## config.mk

```make
export PLATFORM = sky130hd
export DESIGN_NAME = vc_n_to_m_req_arbiter_flat
export DESIGN_NICKNAME = d
export VERILOG_FILES = /design/src/rtl/vector_cache_pkg.sv /design/src/rtl/vc_n_to_m_req_arbiter_if.sv /design/src/rtl/vc_rr_pick_m.sv /design/src/rtl/vc_n_to_m_req_arbiter.sv /design/src/flat_wrapper.sv
export SDC_FILE = /design/constraint.sdc
export NUM_CORES = 1
export LEC_CHECK = 0
export ABC_AREA = 1
export BUFFER_PORTS_ARGS = -buffer_cell sky130_fd_sc_hd__buf_2
export CAP_MARGIN = 20
export CORE_MARGIN = 10
export CORE_UTILIZATION = 35
export CTS_CLUSTER_DIAMETER = 150
export DETAILED_ROUTE_END_ITERATION = 7
export SYNTH_ARGS = -nofsm -noshare
export SYNTH_HDL_FRONTEND = slang
export SYNTH_SLANG_ARGS = --single-unit
```

## constraint.sdc

```tcl
create_clock -name clk -period 12.7 [get_ports clk]
set_input_delay 0.635 -clock clk [delete_from_list [all_inputs] [get_ports clk]]
set_output_delay 0.635 -clock clk [all_outputs]
set_load 0.02 [all_outputs]
```

## src/rtl/vector_cache_pkg.sv

```systemverilog
// Shared vector-cache types: request payload and the arbiter lane bundle.
// Sized for the widest lane configuration; narrower instances use the low bits.
package vector_cache_pkg;

  localparam int unsigned VC_LANE_IDX_MAX_W = 8;
  localparam int unsigned VC_LANE_SRC_MAX_W = 8;

  typedef struct packed {
    logic [31:0] addr;
    logic [7:0]  tag;
    logic        wr;
  } input_req_pld_t;

  typedef struct packed {
    input_req_pld_t                 pld;
    logic [VC_LANE_IDX_MAX_W-1:0]   mshr_idx;
    logic [VC_LANE_SRC_MAX_W-1:0]   src_id;
  } vc_arb_lane_t;

endpackage

```

## src/rtl/vc_n_to_m_req_arbiter_if.sv

```systemverilog
// Signal bundle between requesters, MSHR allocator, arbiter and tag_ctrl.
// Handshake: a request transfers on a cycle where v_req_vld[i] & v_req_rdy[i]; the
// requester holds vld/pld until then. The output bundle transfers when |out_vld & out_rdy.
interface vc_n_to_m_req_arbiter_if
  import vector_cache_pkg::*;
#(
  parameter int unsigned REQ_NUM         = 8,
  parameter int unsigned GRANT_NUM       = 2,
  parameter int unsigned ENTRY_IDX_WIDTH = 4
);
  localparam int unsigned SW = $clog2(REQ_NUM);
  localparam int unsigned CW = $clog2(GRANT_NUM + 1);

  logic [REQ_NUM-1:0]                          v_req_vld;
  input_req_pld_t [REQ_NUM-1:0]                v_req_pld;
  logic [REQ_NUM-1:0]                          v_req_rdy;
  logic [CW-1:0]                               mshr_free_cnt;
  logic [GRANT_NUM-1:0][ENTRY_IDX_WIDTH-1:0]   mshr_alloc_idx;
  logic [CW-1:0]                               mshr_alloc_cnt;
  logic [GRANT_NUM-1:0]                        out_vld;
  input_req_pld_t [GRANT_NUM-1:0]              out_pld;
  logic [GRANT_NUM-1:0][ENTRY_IDX_WIDTH-1:0]   out_mshr_idx;
  logic [GRANT_NUM-1:0][SW-1:0]                out_src_id;
  logic                                        out_rdy;

  modport slave (
    input  v_req_vld, v_req_pld, mshr_free_cnt, mshr_alloc_idx, out_rdy,
    output v_req_rdy, mshr_alloc_cnt, out_vld, out_pld, out_mshr_idx, out_src_id
  );

  modport master (
    output v_req_vld, v_req_pld, mshr_free_cnt, mshr_alloc_idx, out_rdy,
    input  v_req_rdy, mshr_alloc_cnt, out_vld, out_pld, out_mshr_idx, out_src_id
  );

endinterface

```

## src/rtl/vc_rr_pick_m.sv

```systemverilog
// Combinational rotating picker: scans mask from ptr upward (mod N) and
// returns the first up-to-limit set channels in scan order.
module vc_rr_pick_m #(
  parameter int unsigned N  = 8,
  parameter int unsigned M  = 2,
  parameter int unsigned PW = $clog2(N),
  parameter int unsigned CW = $clog2(M + 1)
) (
  input  logic [N-1:0]         mask,
  input  logic [PW-1:0]        ptr,
  input  logic [CW-1:0]        limit,
  output logic [M-1:0][PW-1:0] ids,
  output logic [CW-1:0]        cnt,
  output logic [N-1:0]         sel
);

  logic [PW:0]   sum;
  logic [PW-1:0] ch;
  int            taken;

  always_comb begin
    ids   = '0;
    sel   = '0;
    sum   = '0;
    ch    = '0;
    taken = 0;
    for (int k = 0; k < N; k++) begin
      // ptr < N and k < N, so a single conditional subtract implements mod N
      sum = {1'b0, ptr} + (PW+1)'(k);
      if (sum >= (PW+1)'(N)) sum = sum - (PW+1)'(N);
      ch = sum[PW-1:0];
      if (mask[ch] && (taken < int'(limit))) begin
        for (int g = 0; g < M; g++) begin
          if (g == taken) ids[g] = ch;
        end
        sel[ch] = 1'b1;
        taken   = taken + 1;
      end
    end
    cnt = CW'(taken);
  end

endmodule

```

## src/rtl/vc_n_to_m_req_arbiter.sv

```systemverilog
// REQ_NUM-to-GRANT_NUM round-robin request arbiter with MSHR binding and a registered output bundle.
// Define VC_ARB_AGE_EN to add saturating per-channel age counters that promote starved channels.
module vc_n_to_m_req_arbiter
  import vector_cache_pkg::*;
#(
  parameter int unsigned REQ_NUM         = 8,
  parameter int unsigned GRANT_NUM       = 2,
  parameter int unsigned ENTRY_IDX_WIDTH = 4,
  parameter int unsigned AGE_WIDTH       = 4
) (
  input  logic                                clk,
  input  logic                                rst,
  vc_n_to_m_req_arbiter_if.slave              bus,
  output logic [$clog2(REQ_NUM)-1:0]          dbg_rr_ptr,
  output logic [REQ_NUM-1:0][AGE_WIDTH-1:0]   dbg_age
);

  localparam int unsigned SW = $clog2(REQ_NUM);
  localparam int unsigned CW = $clog2(GRANT_NUM + 1);

  logic                          load;
  logic [CW-1:0]                 limit;
  logic [SW-1:0]                 rr_ptr;
  logic [SW-1:0]                 last_id;
  logic [SW-1:0]                 next_rr;
  logic [GRANT_NUM-1:0][SW-1:0]  pick_ids;
  logic [CW-1:0]                 pick_cnt;
  logic [REQ_NUM-1:0]            pick_sel;

  // An empty bundle or a draining one frees the output register for a new grant.
  assign load = ~(|bus.out_vld) | bus.out_rdy;

  always_comb begin
    limit = '0;
    if (load && !rst) begin
      limit = (bus.mshr_free_cnt > CW'(GRANT_NUM)) ? CW'(GRANT_NUM) : bus.mshr_free_cnt;
    end
  end

`ifdef VC_ARB_AGE_EN
  logic [REQ_NUM-1:0][AGE_WIDTH-1:0] age;
  logic [REQ_NUM-1:0]                aged;
  logic [GRANT_NUM-1:0][SW-1:0]      ids_a, ids_b;
  logic [CW-1:0]                     cnt_a, cnt_b, limit_b;
  logic [REQ_NUM-1:0]                sel_a, sel_b;

  always_comb begin
    for (int i = 0; i < REQ_NUM; i++) aged[i] = &age[i];
  end

  vc_rr_pick_m #(.N(REQ_NUM), .M(GRANT_NUM), .PW(SW), .CW(CW)) u_pick_aged (
    .mask(bus.v_req_vld & aged), .ptr(rr_ptr), .limit(limit),
    .ids(ids_a), .cnt(cnt_a), .sel(sel_a)
  );

  assign limit_b = limit - cnt_a;

  vc_rr_pick_m #(.N(REQ_NUM), .M(GRANT_NUM), .PW(SW), .CW(CW)) u_pick_rest (
    .mask(bus.v_req_vld & ~aged), .ptr(rr_ptr), .limit(limit_b),
    .ids(ids_b), .cnt(cnt_b), .sel(sel_b)
  );

  // Starved channels take the low lanes; the round-robin picks fill the remainder.
  always_comb begin
    pick_ids = '0;
    for (int g = 0; g < GRANT_NUM; g++) begin
      if (CW'(g) < cnt_a) pick_ids[g] = ids_a[g];
      for (int j = 0; j < GRANT_NUM; j++) begin
        if ((CW'(g) >= cnt_a) && ((CW'(g) - cnt_a) == CW'(j)) && (CW'(j) < cnt_b)) begin
          pick_ids[g] = ids_b[j];
        end
      end
    end
  end

  assign pick_cnt = cnt_a + cnt_b;
  assign pick_sel = sel_a | sel_b;

  always_ff @(posedge clk or posedge rst) begin
    if (rst) begin
      age <= '0;
    end else begin
      for (int i = 0; i < REQ_NUM; i++) begin
        if (bus.v_req_vld[i] && pick_sel[i]) age[i] <= '0;
        else if (bus.v_req_vld[i] && !aged[i]) age[i] <= age[i] + AGE_WIDTH'(1);
      end
    end
  end

  assign dbg_age = age;
`else
  vc_rr_pick_m #(.N(REQ_NUM), .M(GRANT_NUM), .PW(SW), .CW(CW)) u_pick (
    .mask(bus.v_req_vld), .ptr(rr_ptr), .limit(limit),
    .ids(pick_ids), .cnt(pick_cnt), .sel(pick_sel)
  );

  assign dbg_age = '0;
`endif

  assign bus.v_req_rdy      = pick_sel;
  assign bus.mshr_alloc_cnt = pick_cnt;
  assign dbg_rr_ptr         = rr_ptr;

  always_comb begin
    last_id = '0;
    for (int g = 0; g < GRANT_NUM; g++) begin
      if (CW'(g + 1) == pick_cnt) last_id = pick_ids[g];
    end
    next_rr = (last_id == SW'(REQ_NUM - 1)) ? '0 : last_id + SW'(1);
  end

  always_ff @(posedge clk or posedge rst) begin
    if (rst) begin
      bus.out_vld      <= '0;
      bus.out_pld      <= '0;
      bus.out_mshr_idx <= '0;
      bus.out_src_id   <= '0;
      rr_ptr           <= '0;
    end else begin
      if (load) begin
        for (int g = 0; g < GRANT_NUM; g++) begin
          if (CW'(g) < pick_cnt) begin
            bus.out_vld[g]      <= 1'b1;
            bus.out_pld[g]      <= bus.v_req_pld[pick_ids[g]];
            bus.out_mshr_idx[g] <= bus.mshr_alloc_idx[g];
            bus.out_src_id[g]   <= pick_ids[g];
          end else begin
            bus.out_vld[g]      <= 1'b0;
            bus.out_pld[g]      <= '0;
            bus.out_mshr_idx[g] <= '0;
            bus.out_src_id[g]   <= '0;
          end
        end
      end
      if (pick_cnt != '0) rr_ptr <= next_rr;
    end
  end

endmodule

```

## src/flat_wrapper.sv

```systemverilog
// flat-port wrapper written by rule: the top's interface ports become plain ports
module vc_n_to_m_req_arbiter_flat import vector_cache_pkg::*;
#(
  parameter int unsigned REQ_NUM         = 8,
  parameter int unsigned GRANT_NUM       = 2,
  parameter int unsigned ENTRY_IDX_WIDTH = 4,
  parameter int unsigned AGE_WIDTH       = 4
)
  (clk, rst, dbg_rr_ptr, dbg_age, bus_v_req_vld, bus_v_req_pld, bus_mshr_free_cnt, bus_mshr_alloc_idx, bus_out_rdy, bus_v_req_rdy, bus_mshr_alloc_cnt, bus_out_vld, bus_out_pld, bus_out_mshr_idx, bus_out_src_id);
  vc_n_to_m_req_arbiter_if #(.REQ_NUM(REQ_NUM), .GRANT_NUM(GRANT_NUM), .ENTRY_IDX_WIDTH(ENTRY_IDX_WIDTH)) bus_i ();
  input  logic clk;
  input  logic rst;
  output logic [$clog2(REQ_NUM)-1:0] dbg_rr_ptr;
  output logic [REQ_NUM-1:0][AGE_WIDTH-1:0] dbg_age;
  input wire logic [$bits(bus_i.v_req_vld)-1:0] bus_v_req_vld;
  input wire logic [$bits(bus_i.v_req_pld)-1:0] bus_v_req_pld;
  input wire logic [$bits(bus_i.mshr_free_cnt)-1:0] bus_mshr_free_cnt;
  input wire logic [$bits(bus_i.mshr_alloc_idx)-1:0] bus_mshr_alloc_idx;
  input wire logic [$bits(bus_i.out_rdy)-1:0] bus_out_rdy;
  output wire logic [$bits(bus_i.v_req_rdy)-1:0] bus_v_req_rdy;
  output wire logic [$bits(bus_i.mshr_alloc_cnt)-1:0] bus_mshr_alloc_cnt;
  output wire logic [$bits(bus_i.out_vld)-1:0] bus_out_vld;
  output wire logic [$bits(bus_i.out_pld)-1:0] bus_out_pld;
  output wire logic [$bits(bus_i.out_mshr_idx)-1:0] bus_out_mshr_idx;
  output wire logic [$bits(bus_i.out_src_id)-1:0] bus_out_src_id;
  assign bus_i.v_req_vld = bus_v_req_vld;
  assign bus_i.v_req_pld = bus_v_req_pld;
  assign bus_i.mshr_free_cnt = bus_mshr_free_cnt;
  assign bus_i.mshr_alloc_idx = bus_mshr_alloc_idx;
  assign bus_i.out_rdy = bus_out_rdy;
  assign bus_v_req_rdy = bus_i.v_req_rdy;
  assign bus_mshr_alloc_cnt = bus_i.mshr_alloc_cnt;
  assign bus_out_vld = bus_i.out_vld;
  assign bus_out_pld = bus_i.out_pld;
  assign bus_out_mshr_idx = bus_i.out_mshr_idx;
  assign bus_out_src_id = bus_i.out_src_id;
  vc_n_to_m_req_arbiter #(.REQ_NUM(REQ_NUM), .GRANT_NUM(GRANT_NUM), .ENTRY_IDX_WIDTH(ENTRY_IDX_WIDTH), .AGE_WIDTH(AGE_WIDTH)) u_core (.clk(clk), .rst(rst), .bus(bus_i), .dbg_rr_ptr(dbg_rr_ptr), .dbg_age(dbg_age));
endmodule
```

==> run_results.csv <==
group,metric,value,unit
run_status,outcome,"complete, no violations",
yosys,post_synth_xor_area_fraction,0,%
yosys,synth-adder-area-share,3.14,%
yosys,yosysWarningCount,0,
sta,final_hold_violation_count,0,
sta,setup_tns,0,ns
floorplan,die_height,208,um
layout,fin_area,15500,um2
floorplan,chipWidth,208,um
grt,global_route.overflow_total,0,
clocking,hold_buf_cts,0,
setup_path,startpoint_type,"register",
yosys,synth-edff-count,0,
drt,post_detailed_routing_wire_length,61.8,mm
floorplan,initial_utilization,35.6,%
placement,gp_congestion,0.926,
placement,pre_cts_slack,2.64,ns
placement,dp.final_hpwl,45.9,mm
grt,pin_count_of_the_biggest_net_entering_global_routing,62,
clocking,tritoncts.num_buffers,9,
floorplan,num_io_pins,492,
sta,max_clock_freq,95.1,MHz
setup_path,critPathMaxStageDelay,0.66,ns
layout,flow.area_growth_from_synthesis,25.6,%
yosys,largest_family_of_logic_cells_by_synthesized_area,"simple AND/OR/NAND/NOR gates",
sta,finalSetupViolCount,0,
clocking,worst_setup_hold_path_clk_slew,0.08,ns
yosys,share_of_the_synthesized_area_in_compound_gates_ao_oa_aoi_oai,14.4,%
yosys,synthSimpleGateAreaFrac,47.7,%
sta,fin_ws,2.18,ns
yosys,postSynth.asyncResetShare,100,%
layout,layout-drive-gt1-share,24.8,%
setup_path,critPathMostFrequentCell,"sky130_fd_sc_hd__nand2_1",
setup_path,timing_worst_setup_path_type,"reg2out",
floorplan,floorplan.die_area,43200,um2
drt,route.detailed.vias_per_inst,5.55,
floorplan,core_area,34600,um2
drt,routed_wire_length_per_instance,21.1,um
drt,detail_route.iter0.violations,1570,
yosys,synthesis.area_per_instance,5.93,um2
setup_path,path_max_fanout,17,
yosys,synth.area.mux_share,0.0811,%
hold_path,hold_path_class,"in2reg",
drt,detailedRoute.firstPassIterationCount,6,
sta,rsz0062_at_grt,"false",
yosys,synth_top_flop_cell,"sky130_fd_sc_hd__dfrtp_1",
grt,globalRouteTotalUtil,27.1,%
sta,timing.slew.headroom,39.3,%
yosys,syn-instance-count,2080,
yosys,ffs_latches_synth,101,
sta,final_max_tran_viols,0,
layout,layout_commonest_cell,"sky130_fd_sc_hd__nand2_1",
drt,route.vias.total,16310,
placement,quantity_of_i_o_buffers_inserted_on_ports,459,
run,maxCapViolCount,0,
clocking,h_tree_level_count,3,
layout,mostFrequentLayoutCells,"756 x sky130_fd_sc_hd__nand2_1, 498 x sky130_fd_sc_hd__nand3_1, 459 x sky130_fd_sc_hd__buf_2",
setup_path,arrival_worst_endpoint,9.88,ns
setup_path,timing.critical_path.slowest_stage_cell,"sky130_fd_sc_hd__dfrtp_1",
sta,min_period_over_period,82.8,%
setup_path,cp_data_required_time,12.06,ns
clocking,worstSkewPairLatency,0.38,ns
layout,fillerInstances,3696,
clocking,cts_resized,0,
clocking,cts_root_buffer,"sky130_fd_sc_hd__clkbuf_16",
sta,finalWorstPathRequiredPeriod,10.52,ns
floorplan,rows,68,
layout,nets,2851,
clocking,post_cts_buffers,0,
clocking,tritoncts_clock_tree,"built",
clocking,cts_sinks,101,
grt,grt_first_pass_wirelength,94.5,mm
grt,first_global_vias,15768,
drt,drc_errors,0,
drt,final_antenna_net_count,0,
sta,worst_slew_pin_slew,0.911,ns
sta,final.setup_skew,0.00914,ns
setup_path,critical_path.endpoint_type,"output port",
placement,postPlaceCellArea,15200,um2
clocking,clk_path_buf_depth,2,
yosys,netlist-cell-type-count,47,
yosys,post_synth_instance_area,12300,um2
yosys,synth_sequential_area_ratio,20.5,%
grt,number_of_antenna_violations_at_the_first_check_in_global_routing,11,
-- sequential cells by signal, summed over array words and instances (netlist names) --
register                 count
u_core.bus.out_vld           2
u_core.dbg_rr_ptr            3
u_core.bus.out_src_id        6
u_core.bus.out_mshr_idx      8
u_core.bus.out_pld          82
-- cell families (layout without fill, tap and decap cells) --
logic type	Yosys count	count (layout)
other	1	40
and+or+nand+nor	1346	1346
DFF	101	101
muxes	1	1
AOI/OAI and AO/OA	255	255
adders and majority gates	31	31
buffers and inverters	345	709
-- cell type report --
cell class,instances,area [um2],area share (%)
Clock buffer,9,225,1.45
Multi-Input combinational cell,1665,8230,53.1
Timing Repair Buffer,533,3250,21.0
Inverter,161,618,3.99
Clock inverter,6,63.8,0.412
Sequential cell,101,2530,16.3
Tap cell,455,569,3.67
Antenna cell,8,20.0,0.129
-- Yosys cell counts, types with 2 or more instances --
library cell	n	share of area, %
sky130_fd_sc_hd__nand2_1	759	23
sky130_fd_sc_hd__nand3_1	498	20
sky130_fd_sc_hd__inv_1	144	4.4
sky130_fd_sc_hd__o211ai_1	141	8.6
sky130_fd_sc_hd__dfrtp_1	101	20
sky130_fd_sc_hd__buf_2	81	3.3
sky130_fd_sc_hd__buf_4	52	3.2
sky130_fd_sc_hd__o21ai_0	51	2.1
sky130_fd_sc_hd__ha_1	31	3.1
sky130_fd_sc_hd__nor2_1	31	0.94
sky130_fd_sc_hd__clkbuf_1	24	0.73
sky130_fd_sc_hd__nand2_2	22	1.1
sky130_fd_sc_hd__a21oi_1	18	0.73
sky130_fd_sc_hd__buf_6	15	1.4
sky130_fd_sc_hd__inv_2	14	0.43
sky130_fd_sc_hd__o22ai_1	13	0.66
sky130_fd_sc_hd__nor3_1	9	0.36
sky130_fd_sc_hd__a2111o_1	8	0.73
sky130_fd_sc_hd__a22o_1	8	0.57
sky130_fd_sc_hd__nor2_2	6	0.30
sky130_fd_sc_hd__a31oi_1	5	0.25
sky130_fd_sc_hd__nand4_1	5	0.25
sky130_fd_sc_hd__buf_1	4	0.12
sky130_fd_sc_hd__dlygate4sd1_1	4	0.28
sky130_fd_sc_hd__clkbuf_4	3	0.18
sky130_fd_sc_hd__nand2_4	3	0.27
sky130_fd_sc_hd__nand3_2	3	0.24
sky130_fd_sc_hd__o21ai_1	3	0.12
sky130_fd_sc_hd__a21oi_2	2	0.14
sky130_fd_sc_hd__nor2_8	2	0.32
sky130_fd_sc_hd__o21a_1	2	0.12
sky130_fd_sc_hd__o21ai_4	2	0.26
sky130_fd_sc_hd__or3_1	2	0.10
-- worst max-delay path: cells and delay by family (launching register included) --
family	cells	cell delay (ns)
buf+inv	13	2.08
fa+ha+maj	7	1.66
flops	1	0.66
simple gates	24	3.06
compound gates	13	2.05
-- final timing paths --
path / start / slack, ns / cells past startpoint / endpoint
worst max register to register: u_core.dbg_rr_ptr[1] / 2.52 / 62 / u_core.dbg_rr_ptr[2]
worst min-delay path: bus_mshr_alloc_idx[4] / 0.47 / 2 / u_core.bus.out_mshr_idx[4]
worst min register to register: u_core.bus.out_pld[79] / 0.48 / 2 / u_core.bus.out_pld[79]
min in group asynchronous: rst / 0.61 / 3 / u_core.bus.out_pld[1]
worst max-delay path: u_core.dbg_rr_ptr[1] / 2.18 / 57 / bus_mshr_alloc_cnt[0]
max in group asynchronous: rst / 10.81 / 4 / u_core.bus.out_pld[79]
-- metal layers --
layer	vias to the layer above	global-route usage, %	wire, um
met2	967	43.8	28900
met1	7532	34.0	25200
met3	113	7.08	5990
li1	7694	-	-
met5	-	0	21
met4	4	9.99	1800
-- metrics by stage --
step                      hold slack (ns)  utilization, %  instances
final                               0.468            44.8       2938
after global routing                0.455            44.7       2934
after CTS                           0.441            44.7       2930
after detailed placement            0.464            43.9       2915
after global placement              0.458            43.9       2915
after floorplan                     0.589               -       2111
Power is not shown: default switching activity piles up to over one toggle a cycle in this logic, so the estimate is an artifact.
